===== src/rtl/uart_pkg.sv =====
// Shared constants for the UART FIFO bridge: register map, STATUS/CTRL bit
// positions and the value returned when DATA is read from an empty RX FIFO.
package uart_pkg;

  localparam logic [1:0] UART_ADDR_DATA   = 2'd0;
  localparam logic [1:0] UART_ADDR_STATUS = 2'd1;
  localparam logic [1:0] UART_ADDR_CTRL   = 2'd2;

  localparam int STAT_OVERRUN   = 16;
  localparam int STAT_RXCNT_LSB = 8;

  localparam int CTRL_RX_IE = 0;
  localparam int CTRL_TX_IE = 1;

  localparam logic [31:0] UART_EMPTY_READ = 32'hFFFF_FFFF;

endpackage


===== src/rtl/uart_fifo_bridge_byte_fifo.sv =====
// Synchronous byte FIFO with async reset. A pop frees the slot a same-cycle
// push needs, so push+pop on a full FIFO both succeed.
module byte_fifo #(
  parameter int DEPTH = 16
) (
  input  logic                     clock,
  input  logic                     reset,
  input  logic                     push_i,
  input  logic                     pop_i,
  input  logic [7:0]               din_i,
  output logic                     full_o,
  output logic                     empty_o,
  output logic [$clog2(DEPTH):0]   count_o,
  output logic [7:0]               head_o
);

  localparam int AW = $clog2(DEPTH);

  logic [7:0]    mem_q [DEPTH];
  logic [AW-1:0] wr_ptr_q, wr_ptr_d;
  logic [AW-1:0] rd_ptr_q, rd_ptr_d;
  logic [AW:0]   count_q, count_d;
  logic          do_push_s, do_pop_s;

  assign empty_o   = (count_q == (AW+1)'(0));
  assign full_o    = (count_q == (AW+1)'(DEPTH));
  assign count_o   = count_q;
  assign head_o    = mem_q[rd_ptr_q];
  assign do_pop_s  = pop_i & ~empty_o;
  assign do_push_s = push_i & (~full_o | do_pop_s);

  // Next pointer and occupancy values.
  always_comb begin
    wr_ptr_d = wr_ptr_q;
    rd_ptr_d = rd_ptr_q;
    count_d  = count_q;
    if (do_push_s) begin
      wr_ptr_d = wr_ptr_q + AW'(1);
    end else begin
      wr_ptr_d = wr_ptr_q;
    end
    if (do_pop_s) begin
      rd_ptr_d = rd_ptr_q + AW'(1);
    end else begin
      rd_ptr_d = rd_ptr_q;
    end
    case ({do_push_s, do_pop_s})
      2'b10:   count_d = count_q + (AW+1)'(1);
      2'b01:   count_d = count_q - (AW+1)'(1);
      default: count_d = count_q;
    endcase
  end

  // Pointer, occupancy and storage registers.
  always_ff @(posedge clock or posedge reset) begin
    if (reset) begin
      wr_ptr_q <= AW'(0);
      rd_ptr_q <= AW'(0);
      count_q  <= (AW+1)'(0);
      for (int i = 0; i < DEPTH; i++) begin
        mem_q[i] <= 8'h00;
      end
    end else begin
      wr_ptr_q <= wr_ptr_d;
      rd_ptr_q <= rd_ptr_d;
      count_q  <= count_d;
      if (do_push_s) begin
        mem_q[wr_ptr_q] <= din_i;
      end
    end
  end

endmodule


===== src/rtl/uart_fifo_bridge.sv =====
// CPU-side bridge between a UART byte interface and a word-wide register port.
// Optional interrupt logic and CTRL register are enabled by UART_FIFO_IRQ_EN.
module uart_fifo_bridge
  import uart_pkg::*;
#(
  parameter int TX_DEPTH = 16,
  parameter int RX_DEPTH = 16
) (
  input  logic        clock,
  input  logic        reset,
  input  logic        cpu_valid,
  input  logic        cpu_write,
  input  logic [1:0]  cpu_addr,
  input  logic [31:0] cpu_wdata,
  output logic [31:0] cpu_rdata,
  output logic        cpu_ack,
  input  logic        rx_complete,
  input  logic [7:0]  rx_data,
  output logic        tx_valid,
  output logic [7:0]  tx_data,
  input  logic        tx_complete
`ifdef UART_FIFO_IRQ_EN
  ,
  output logic        irq
`endif
);

  localparam int TAW = $clog2(TX_DEPTH);
  localparam int RAW = $clog2(RX_DEPTH);

  logic [TAW:0] tx_count_s, tx_free_s;
  logic [RAW:0] rx_count_s;
  logic         tx_full_s, tx_empty_s, rx_full_s, rx_empty_s;
  logic [7:0]   rx_head_s;
  logic         data_wr_s, data_rd_s, status_wr_s, rx_pop_s;
  logic         overrun_q, overrun_d;
  logic [31:0]  rdata_d;
  logic [31:0]  ctrl_rd_s;
  logic         unused_ok_s;

  assign data_wr_s   = cpu_valid & cpu_write & (cpu_addr == UART_ADDR_DATA);
  assign data_rd_s   = cpu_valid & ~cpu_write & (cpu_addr == UART_ADDR_DATA);
  assign status_wr_s = cpu_valid & cpu_write & (cpu_addr == UART_ADDR_STATUS);
  assign rx_pop_s    = data_rd_s & ~rx_empty_s;
  assign tx_free_s   = (TAW+1)'(TX_DEPTH) - tx_count_s;
  assign tx_valid    = ~tx_empty_s;
  assign unused_ok_s = ^{cpu_wdata[31:17], cpu_wdata[15:8], tx_full_s};

  byte_fifo #(.DEPTH(TX_DEPTH)) u_tx_fifo (
    .clock   (clock),
    .reset   (reset),
    .push_i  (data_wr_s),
    .pop_i   (tx_complete),
    .din_i   (cpu_wdata[7:0]),
    .full_o  (tx_full_s),
    .empty_o (tx_empty_s),
    .count_o (tx_count_s),
    .head_o  (tx_data)
  );

  byte_fifo #(.DEPTH(RX_DEPTH)) u_rx_fifo (
    .clock   (clock),
    .reset   (reset),
    .push_i  (rx_complete),
    .pop_i   (rx_pop_s),
    .din_i   (rx_data),
    .full_o  (rx_full_s),
    .empty_o (rx_empty_s),
    .count_o (rx_count_s),
    .head_o  (rx_head_s)
  );

`ifdef UART_FIFO_IRQ_EN
  logic [1:0] ctrl_q, ctrl_d;
  logic       irq_q, irq_d;

  assign ctrl_rd_s = {30'h0, ctrl_q};
  assign irq       = irq_q;

  // CTRL write decode and interrupt cause evaluation.
  always_comb begin
    ctrl_d = ctrl_q;
    if (cpu_valid & cpu_write & (cpu_addr == UART_ADDR_CTRL)) begin
      ctrl_d = cpu_wdata[1:0];
    end else begin
      ctrl_d = ctrl_q;
    end
    irq_d = (ctrl_q[CTRL_RX_IE] & ~rx_empty_s) | (ctrl_q[CTRL_TX_IE] & tx_empty_s);
  end

  // CTRL and interrupt registers.
  always_ff @(posedge clock or posedge reset) begin
    if (reset) begin
      ctrl_q <= 2'b00;
      irq_q  <= 1'b0;
    end else begin
      ctrl_q <= ctrl_d;
      irq_q  <= irq_d;
    end
  end
`else
  assign ctrl_rd_s = 32'h0;
`endif

  // Sticky overrun flag and registered read mux.
  always_comb begin
    overrun_d = overrun_q;
    rdata_d   = 32'h0;
    // A drop in the same cycle as a clear must remain visible.
    if (rx_complete & rx_full_s & ~rx_pop_s) begin
      overrun_d = 1'b1;
    end else if (status_wr_s & cpu_wdata[STAT_OVERRUN]) begin
      overrun_d = 1'b0;
    end else begin
      overrun_d = overrun_q;
    end
    if (cpu_valid & ~cpu_write) begin
      case (cpu_addr)
        UART_ADDR_DATA:   rdata_d = rx_empty_s ? UART_EMPTY_READ : {24'h0, rx_head_s};
        UART_ADDR_STATUS: rdata_d = {15'h0, overrun_q, 8'(rx_count_s), 8'(tx_free_s)};
        UART_ADDR_CTRL:   rdata_d = ctrl_rd_s;
        default:          rdata_d = 32'h0;
      endcase
    end else begin
      rdata_d = 32'h0;
    end
  end

  // Bus response and overrun registers.
  always_ff @(posedge clock or posedge reset) begin
    if (reset) begin
      overrun_q <= 1'b0;
      cpu_ack   <= 1'b0;
      cpu_rdata <= 32'h0;
    end else begin
      overrun_q <= overrun_d;
      cpu_ack   <= cpu_valid;
      cpu_rdata <= rdata_d;
    end
  end

endmodule


===== config.mk =====
export PLATFORM = sky130hd
export DESIGN_NAME = uart_fifo_bridge
export DESIGN_NICKNAME = d
export VERILOG_FILES = /design/src/rtl/uart_pkg.sv /design/src/rtl/uart_fifo_bridge_byte_fifo.sv /design/src/rtl/uart_fifo_bridge.sv
export SDC_FILE = /design/constraint.sdc
export NUM_CORES = 1
export LEC_CHECK = 0
export ABC_CLOCK_PERIOD_IN_PS = 7400
export BUFFER_PORTS_ARGS = -buffer_cell sky130_fd_sc_hd__clkbuf_2
export CAP_MARGIN = 20
export CORE_UTILIZATION = 35
export CTS_CLUSTER_DIAMETER = 80
export CTS_CLUSTER_SIZE = 24
export DETAILED_ROUTE_END_ITERATION = 10
export SYNTH_ARGS = -nofsm -noshare
export SYNTH_HDL_FRONTEND = slang
export SYNTH_HIERARCHICAL = 1
export SYNTH_SLANG_ARGS = --single-unit

===== constraint.sdc =====
create_clock -name clock -period 7.4 [get_ports clock]
set_input_delay 0.37 -clock clock [delete_from_list [all_inputs] [get_ports clock]]
set_output_delay 0.37 -clock clock [all_outputs]
set_load 0.05 [all_outputs]

==> results of run 1 <==
per-stage QoR:
step / power [mW] / worst slack [ns] / hold slack [ns] / cells
after floorplan: 4.39 / 3.25 / 0.296 / 964
after global placement: 4.81 / 3.36 / 0.463 / 1490
after detailed placement: 4.88 / 3.36 / 0.474 / 1490
after CTS: 6.08 / 3.32 / 0.0145 / 1525
after global routing: 6.38 / 2.99 / 0.0801 / 1525
final: 6.01 / 3.33 / 0.0118 / 1525
state kept, by name, summed over array words and instances (netlist names):
name,count
overrun_q,1
u_tx_fifo/wr_ptr_q,4
u_rx_fifo/wr_ptr_q,4
cpu_ack,1
u_tx_fifo/rd_ptr_q,4
u_tx_fifo/mem_q,128
u_rx_fifo/rd_ptr_q,4
u_tx_fifo/count_o,5
u_rx_fifo/mem_q,128
u_rx_fifo/count_o,5
cpu_rdata,15
area by class of cell:
cell class | instances | area (sq um)
clock inverter | 11 | 139
timing repair buffer | 74 | 393
tap | 532 | 666
multi-input combinational | 568 | 6510
fill | 3794 | 25000
sequential | 299 | 7480
clock buffer | 23 | 533
inverter | 18 | 77.6
layer usage:
metal / vias up / part of all wire (%) / global-route usage [%]
li1: 3535 / - / -
met4: 0 / 1.8 / 3.10
met1: 4181 / 48 / 19.8
met5: - / 0 / 0
met3: 29 / 2.2 / 1.85
met2: 63 / 48 / 22.6
worst min path at each step:
stage	to	depth (start not counted)	slack, ns
finish	cpu_rdata[3]	2	0.01
global route	cpu_rdata[1]	2	0.08
CTS	cpu_rdata[1]	2	0.01
detailed placement	u_rx_fifo/mem_q[23]	1	0.47
global placement	u_rx_fifo/mem_q[23]	1	0.46
floorplan	cpu_ack	1	0.30
worst max-delay path: cells and delay by family, from the launching register on:
family,cells,cell delay (ns)
flops,1,0.45
simple gates,4,1.68
fa+ha+maj,2,0.74
compound gates,4,1.07
where the power goes:
part / switching, mW / internal, mW / leakage (nW)
clock: 0.622 / 0.552 / 0.319
sequential: 0.396 / 2.22 / 3.87
combinational: 1.00 / 1.22 / 2.87
repair_timing:
action                                 in CTS  in global routing
endpoints found under the hold margin       1                  0
setup endpoints to repair                   0                  0
buffers inserted                            0                  0
hold buffers                                1                  0
cell usage in the layout, fill, tap and decap left out, types with 17 or more instances in the layout:
cell	n
nand2_1	36
clkbuf_16	21
xnor2_1	17
ha_1	18
dfrtp_1	297
mux2_4	64
mux4_2	72
mux2_2	187
a22oi_1	18
clkbuf_2	66
==> results.md, run 1 <==
- Mapped Area: 14500 sq um
- Fmax: 0.246 GHz
- Residual DRC count: 0
- Htree depth: 1
- CTS max path bufs: 3
- CTS resizes: 0
- Ant. Diodes: 0
- Reg2reg end: u_rx_fifo/count_o[4]
- Syn Nets: 1032
- Final-report max-slew violation count: 0
- Cts bufs inserted: 20
- Vias in the first global route: 8073
- Fin nets: 1049
- Worst reg2reg path depth: 10
- 1st-iter DRT viols: 392
- Placed cell areas: 15100 sq um
- Worst-Margin Slew: 0.991 ns
- Drt pass-1 iters: 4
- Post-DP HPWL: 18.6 mm
- Warnings from Yosys: 6
- Worst Setup SP: u_rx_fifo/count_o[0]
- Max Cap Viol: 0
- Vias per cell: 5.12
- Crit path to: u_rx_fifo/count_o[4]
- CTS clk-pin slew, worst paths: 0.10 ns
- Status: finished, final reports clean
- R2r setup slk: 3.33 ns
- Worst setup SP type: flip-flop
- Total die area: 42300 sq um
- Slowest CP cell: or4_1
- Clock Skew: 0.0167 ns
- Detailed-route via count: 7808
- Final Util: 38.7%
- RSZ-0062 raised after global routing: no
- Critical-path maximum fanout: 10
- Initial Util: 35.5%
- Row count: 74
- P&R area growth vs syn: 8.93%
- Slew margin rel.: 33.0%
- CORE AREA: 40800 sq um
- All-layer global routing usage: 14.0%
- Share of cells above drive strength 1: 47.8%
- Fin crit share: 55.0%
- I/O pin count: 90
- Grt total ovfl: 0
- Total leakage power: 7.05 nW
- Port Buffer Count: 66
- Die Width: 206 microns
- WP data arrival: 4.48 ns
- Cell mode on critical path: ha_1
- Post-Route Setup TNS: 0 ns
- Root buf cell: clkbuf_16
- Max stage delay on crit path: 0.73 ns
- Cell-by-cell listing of the critical path: or4_1, nor2_1, nor3_2, nand2b_1, o21ai_1, ha_1, ha_1, a21oi_1, o21ai_0, o311ai_0
- Wire length per cell: 18.7 microns
- Die height: 206 microns
- Antenna Violating Nets Remaining: 0
- Final setup viols: 0
- Worst IR Drop VDD: 0.199 mV
- Clk sinks: 299
- Largest net degree at the start of global routing: 86
- Crit. End Element: flip-flop
- CTS tree: yes
- Syn_area_per_cell: 15.1 sq um
- Initial antenna violation count: 0
- Placer Congestion: 0.768
- WP data required: 7.81 ns
- Hold crit path type: in -> async
- Final number of hold-violating endpoints: 0
- First-pass GRT wire length: 46.6 mm
- Pwr/cell area: 380 nW/um^2
- Setup CP Type: reg -> reg
- Routed WL: 28.5 mm
- Clk Latency, worst-skew pair: 0.53 ns
- Final worst path period need: 4.07 ns
- Gate Count Post-Synth: 964
- Reg-to-reg critical path startpoint: u_rx_fifo/count_o[0]
- Finished Cell Area: 15800 sq um
No activity file was read; power rests on OpenSTA's default activity.
==> run 2: changes to the inputs <==
- ABC_AREA: not set -> 1
- ABC_CLOCK_PERIOD_IN_PS: 7400 -> 3400
- clock period: 7.4 -> 3.4 ns (I/O delays scaled with it)
==> run 2 against run 1 <==
Area after synthesis rose by 6.8%; non-clock buffer count rose by 23; critical path depth fell by 1; final cell count rose by 67%; setup slack got worse by 2.8 ns; first-iteration DRC count rose to 2.9 times the previous value; largest power group is now combinational cells; power rose by 140%; via count rose by 67%; flip-flop and latch count did not move.
==> results.md, run 2 <==
- Status: finished, final reports clean (unchanged)
- Vias in the first global route: 12282 (was 8073)
- Syn_area_per_cell: 7.88 sq um (was 15.1 sq um)
- All-layer global routing usage: 19.0% (was 14.0%)
- Total leakage power: 8.28 nW (was 7.05 nW)
- Slew margin rel.: 41.2% (was 33.0%)
- CTS max path bufs: 3 (unchanged)
- Routed WL: 42.1 mm (was 28.5 mm)
- Clk sinks: 299 (unchanged)
- Row count: 76 (was 74)
- Placed cell count: 2498 (was 1490)
- Post-Route Setup TNS: 0 ns (unchanged)
- Fin crit share: 83.2%
- Cts bufs inserted: 20 (unchanged)
- Htree depth: 1 (unchanged)
- FILL cells: 4528 (was 3794)
- Antenna Violating Nets Remaining: 0 (unchanged)
- I/O pin count: 90 (unchanged)
- Slowest CP cell: clkinvlp_4 (was or4_1)
- R2r setup slk: 0.66 ns (was 3.33 ns)
- Ant. Diodes: 0 (unchanged)
- Final-report max-slew violation count: 0 (unchanged)
- Final worst path period need: 2.83 ns
- Placed cell areas: 16000 sq um (was 15100 sq um)
- Final number of hold-violating endpoints: 0 (unchanged)
- Hold crit path type: in -> reg (was in -> async)
- Port Buffer Count: 66 (unchanged)
- Post-DP HPWL: 26.2 mm (was 18.6 mm)
- Wire length per cell: 16.6 microns (was 18.7 microns)
- RSZ-0062 raised after global routing: no (unchanged)
- WP data arrival: 2.66 ns (was 4.48 ns)
- Critical-path maximum fanout: 27 (was 10)
- Clock Skew: 0.0160 ns (was 0.0167 ns)
- Largest net degree at the start of global routing: 146 (was 86)
- Detailed-route via count: 13072 (was 7808)
- Initial antenna violation count: 0 (unchanged)
- P&R area growth vs syn: 8.42% (was 8.93%)
- Final std cells w/o fill: 2541 (was 1525)
- Gate Count Post-Synth: 1965 (was 964)
- Warnings from Yosys: 6 (unchanged)
- Commonest non-fill, non-tap cell in the layout: nand2_1 (was dfrtp_1)
- Initial Util: 35.7% (was 35.5%)
- Setup CP Type: reg -> out (was reg -> reg)
- Die height: 212 microns (was 206 microns)
- Grt total ovfl: 0 (unchanged)
- Placer Congestion: 0.854 (was 0.768)
- WP data required: 3.23 ns (was 7.81 ns)
- Final setup viols: 0 (unchanged)
- Clk Latency, worst-skew pair: 0.55 ns (was 0.53 ns)
- Commonest non-fill, non-tap cells in the layout: nand2_1, dfrtp_1, o21ai_0 (was dfrtp_1, mux2_2, mux4_2)
- CTS tree: yes (unchanged)
- Cell mode on critical path: nor2_1 (was ha_1)
- Worst IR Drop VDD: 0.471 mV (was 0.199 mV)
- Seq. cell area: 7480 sq um (unchanged)
- Cell-by-cell listing of the critical path: clkinvlp_4, buf_4, nor2_1, nor2_1, o21ai_0, o211ai_1, nand3_1, nand2_1, clkbuf_2 (was or4_1, nor2_1, nor3_2, nand2b_1, o21ai_1, ha_1, ha_1, a21oi_1, o21ai_0, o311ai_0)
- Vias per cell: 5.14 (was 5.12)
- Area taken by multi-input logic gates: 6630 sq um (was 6510 sq um)
- Syn Nets: 2033 (was 1032)
- Root buf cell: clkbuf_16 (unchanged)
- Post-CTS setup buffers: 0 (unchanged)
- Crit. End Element: output pin (was flip-flop)
- First-pass GRT wire length: 68.3 mm (was 46.6 mm)
- Residual DRC count: 0 (unchanged)
- Fmax: 0.353 GHz
- Pwr/cell area: 853 nW/um^2 (was 380 nW/um^2)
- Finished Cell Area: 16800 sq um (was 15800 sq um)
- Share of cells above drive strength 1: 9.41% (was 47.8%)
- Mapped Area: 15500 sq um (was 14500 sq um)
- Worst setup SP type: flip-flop (unchanged)
- Worst-Margin Slew: 0.880 ns (was 0.991 ns)
- CORE AREA: 43400 sq um (was 40800 sq um)
- CTS clk-pin slew, worst paths: 0.10 ns (about the same)
- Largest regs: u_rx_fifo/mem_q: 128 flops, u_tx_fifo/mem_q: 128 flops, cpu_rdata: 15 flops (unchanged)
- Drt pass-1 iters: 5 (was 4)
- Max Cap Viol: 0 (unchanged)
- Max stage delay on crit path: 0.48 ns (was 0.73 ns)
- 1st-iter DRT viols: 1141 (was 392)
- Total die area: 45100 sq um (was 42300 sq um)
- Die Width: 212 microns (was 206 microns)
- Fin nets: 2012 (was 1049)
[run 2: cell count changes in the layout (fill, tap and decap cells not counted), sizes merged, moves of 14 or more]
cell    previous run  this run
a22oi             18         0
nor2              24       142
nand2             44       644
nor3              15         1
xnor2             17         3
nand4              4       129
o21ai              9       207
inv               23       161
buf                7        24
o211ai             4        32
mux2             260         0
nand3              4       152
mux4              72         0
[run 2: timing repair]
item	in CTS	in global routing
gates resized for setup	0	1
hold endpoints to repair	100	0
hold buffers	8	0
endpoints found under the setup margin	0	1
[run 2: worst max-delay path: cells and delay by family (launching register included)]
| kind | cells | cell delay [ns] |
|---|---|---|
| DFF | 1 | 0.39 |
| and+or+nand+nor | 4 | 0.33 |
| AOI/OAI and AO/OA | 2 | 0.23 |
| buffers and inverters | 3 | 1.15 |
[run 2: worst paths after layout]
kind | start | to | cells past startpoint
worst max-delay path | u_tx_fifo/rd_ptr_q[0] | tx_data[4] | 9
worst min-delay path | cpu_addr[0] | cpu_rdata[4] | 4
worst max register to register | u_rx_fifo/count_o[0] | u_rx_fifo/count_o[4] | 15
worst min register to register | u_rx_fifo/mem_q[117] | u_rx_fifo/mem_q[117] | 2
max in group asynchronous | reset | u_rx_fifo/mem_q[112] | 4
min in group asynchronous | reset | u_tx_fifo/mem_q[58] | 3
[run 2: metrics by stage]
stage	util (%)	hold WS, ns	worst slack [ns]	power [mW]
CTS	38.7	0.0219	0.225	14.4
global placement	37.0	0.349	0.685	11.6
finish	38.7	0.0522	0.570	14.3
detailed placement	37.0	0.358	0.674	11.7
global route	38.7	0.0631	0.332	15.5
floorplan	-	0.0961	0.742	9.97
[run 2: layer usage]
metal,GRT usage [%],vias to the layer above,share of wire (%)
met5,0,-,0
met4,5.26,0,2.3
met3,2.58,66,5.7
met2,29.0,368,45
met1,28.0,6315,47
li1,-,6323,-
[run 2: final cells by class]
class	count	area share, %
Inverter	162	3.70
Tap cell	585	4.36
Sequential cell	299	44.6
Multi-Input combinational cell	1364	39.5
Clock buffer	21	3.13
Timing Repair Buffer	97	3.93
Clock inverter	13	0.834
[run 2: power by group]
group | total (mW) | internal (mW) | switching, mW
Clock | 2.60 | 1.19 | 1.40
Combinational | 6.20 | 1.90 | 4.29
Sequential | 5.53 | 4.74 | 0.788
Total | 14.3 | 7.84 | 6.49
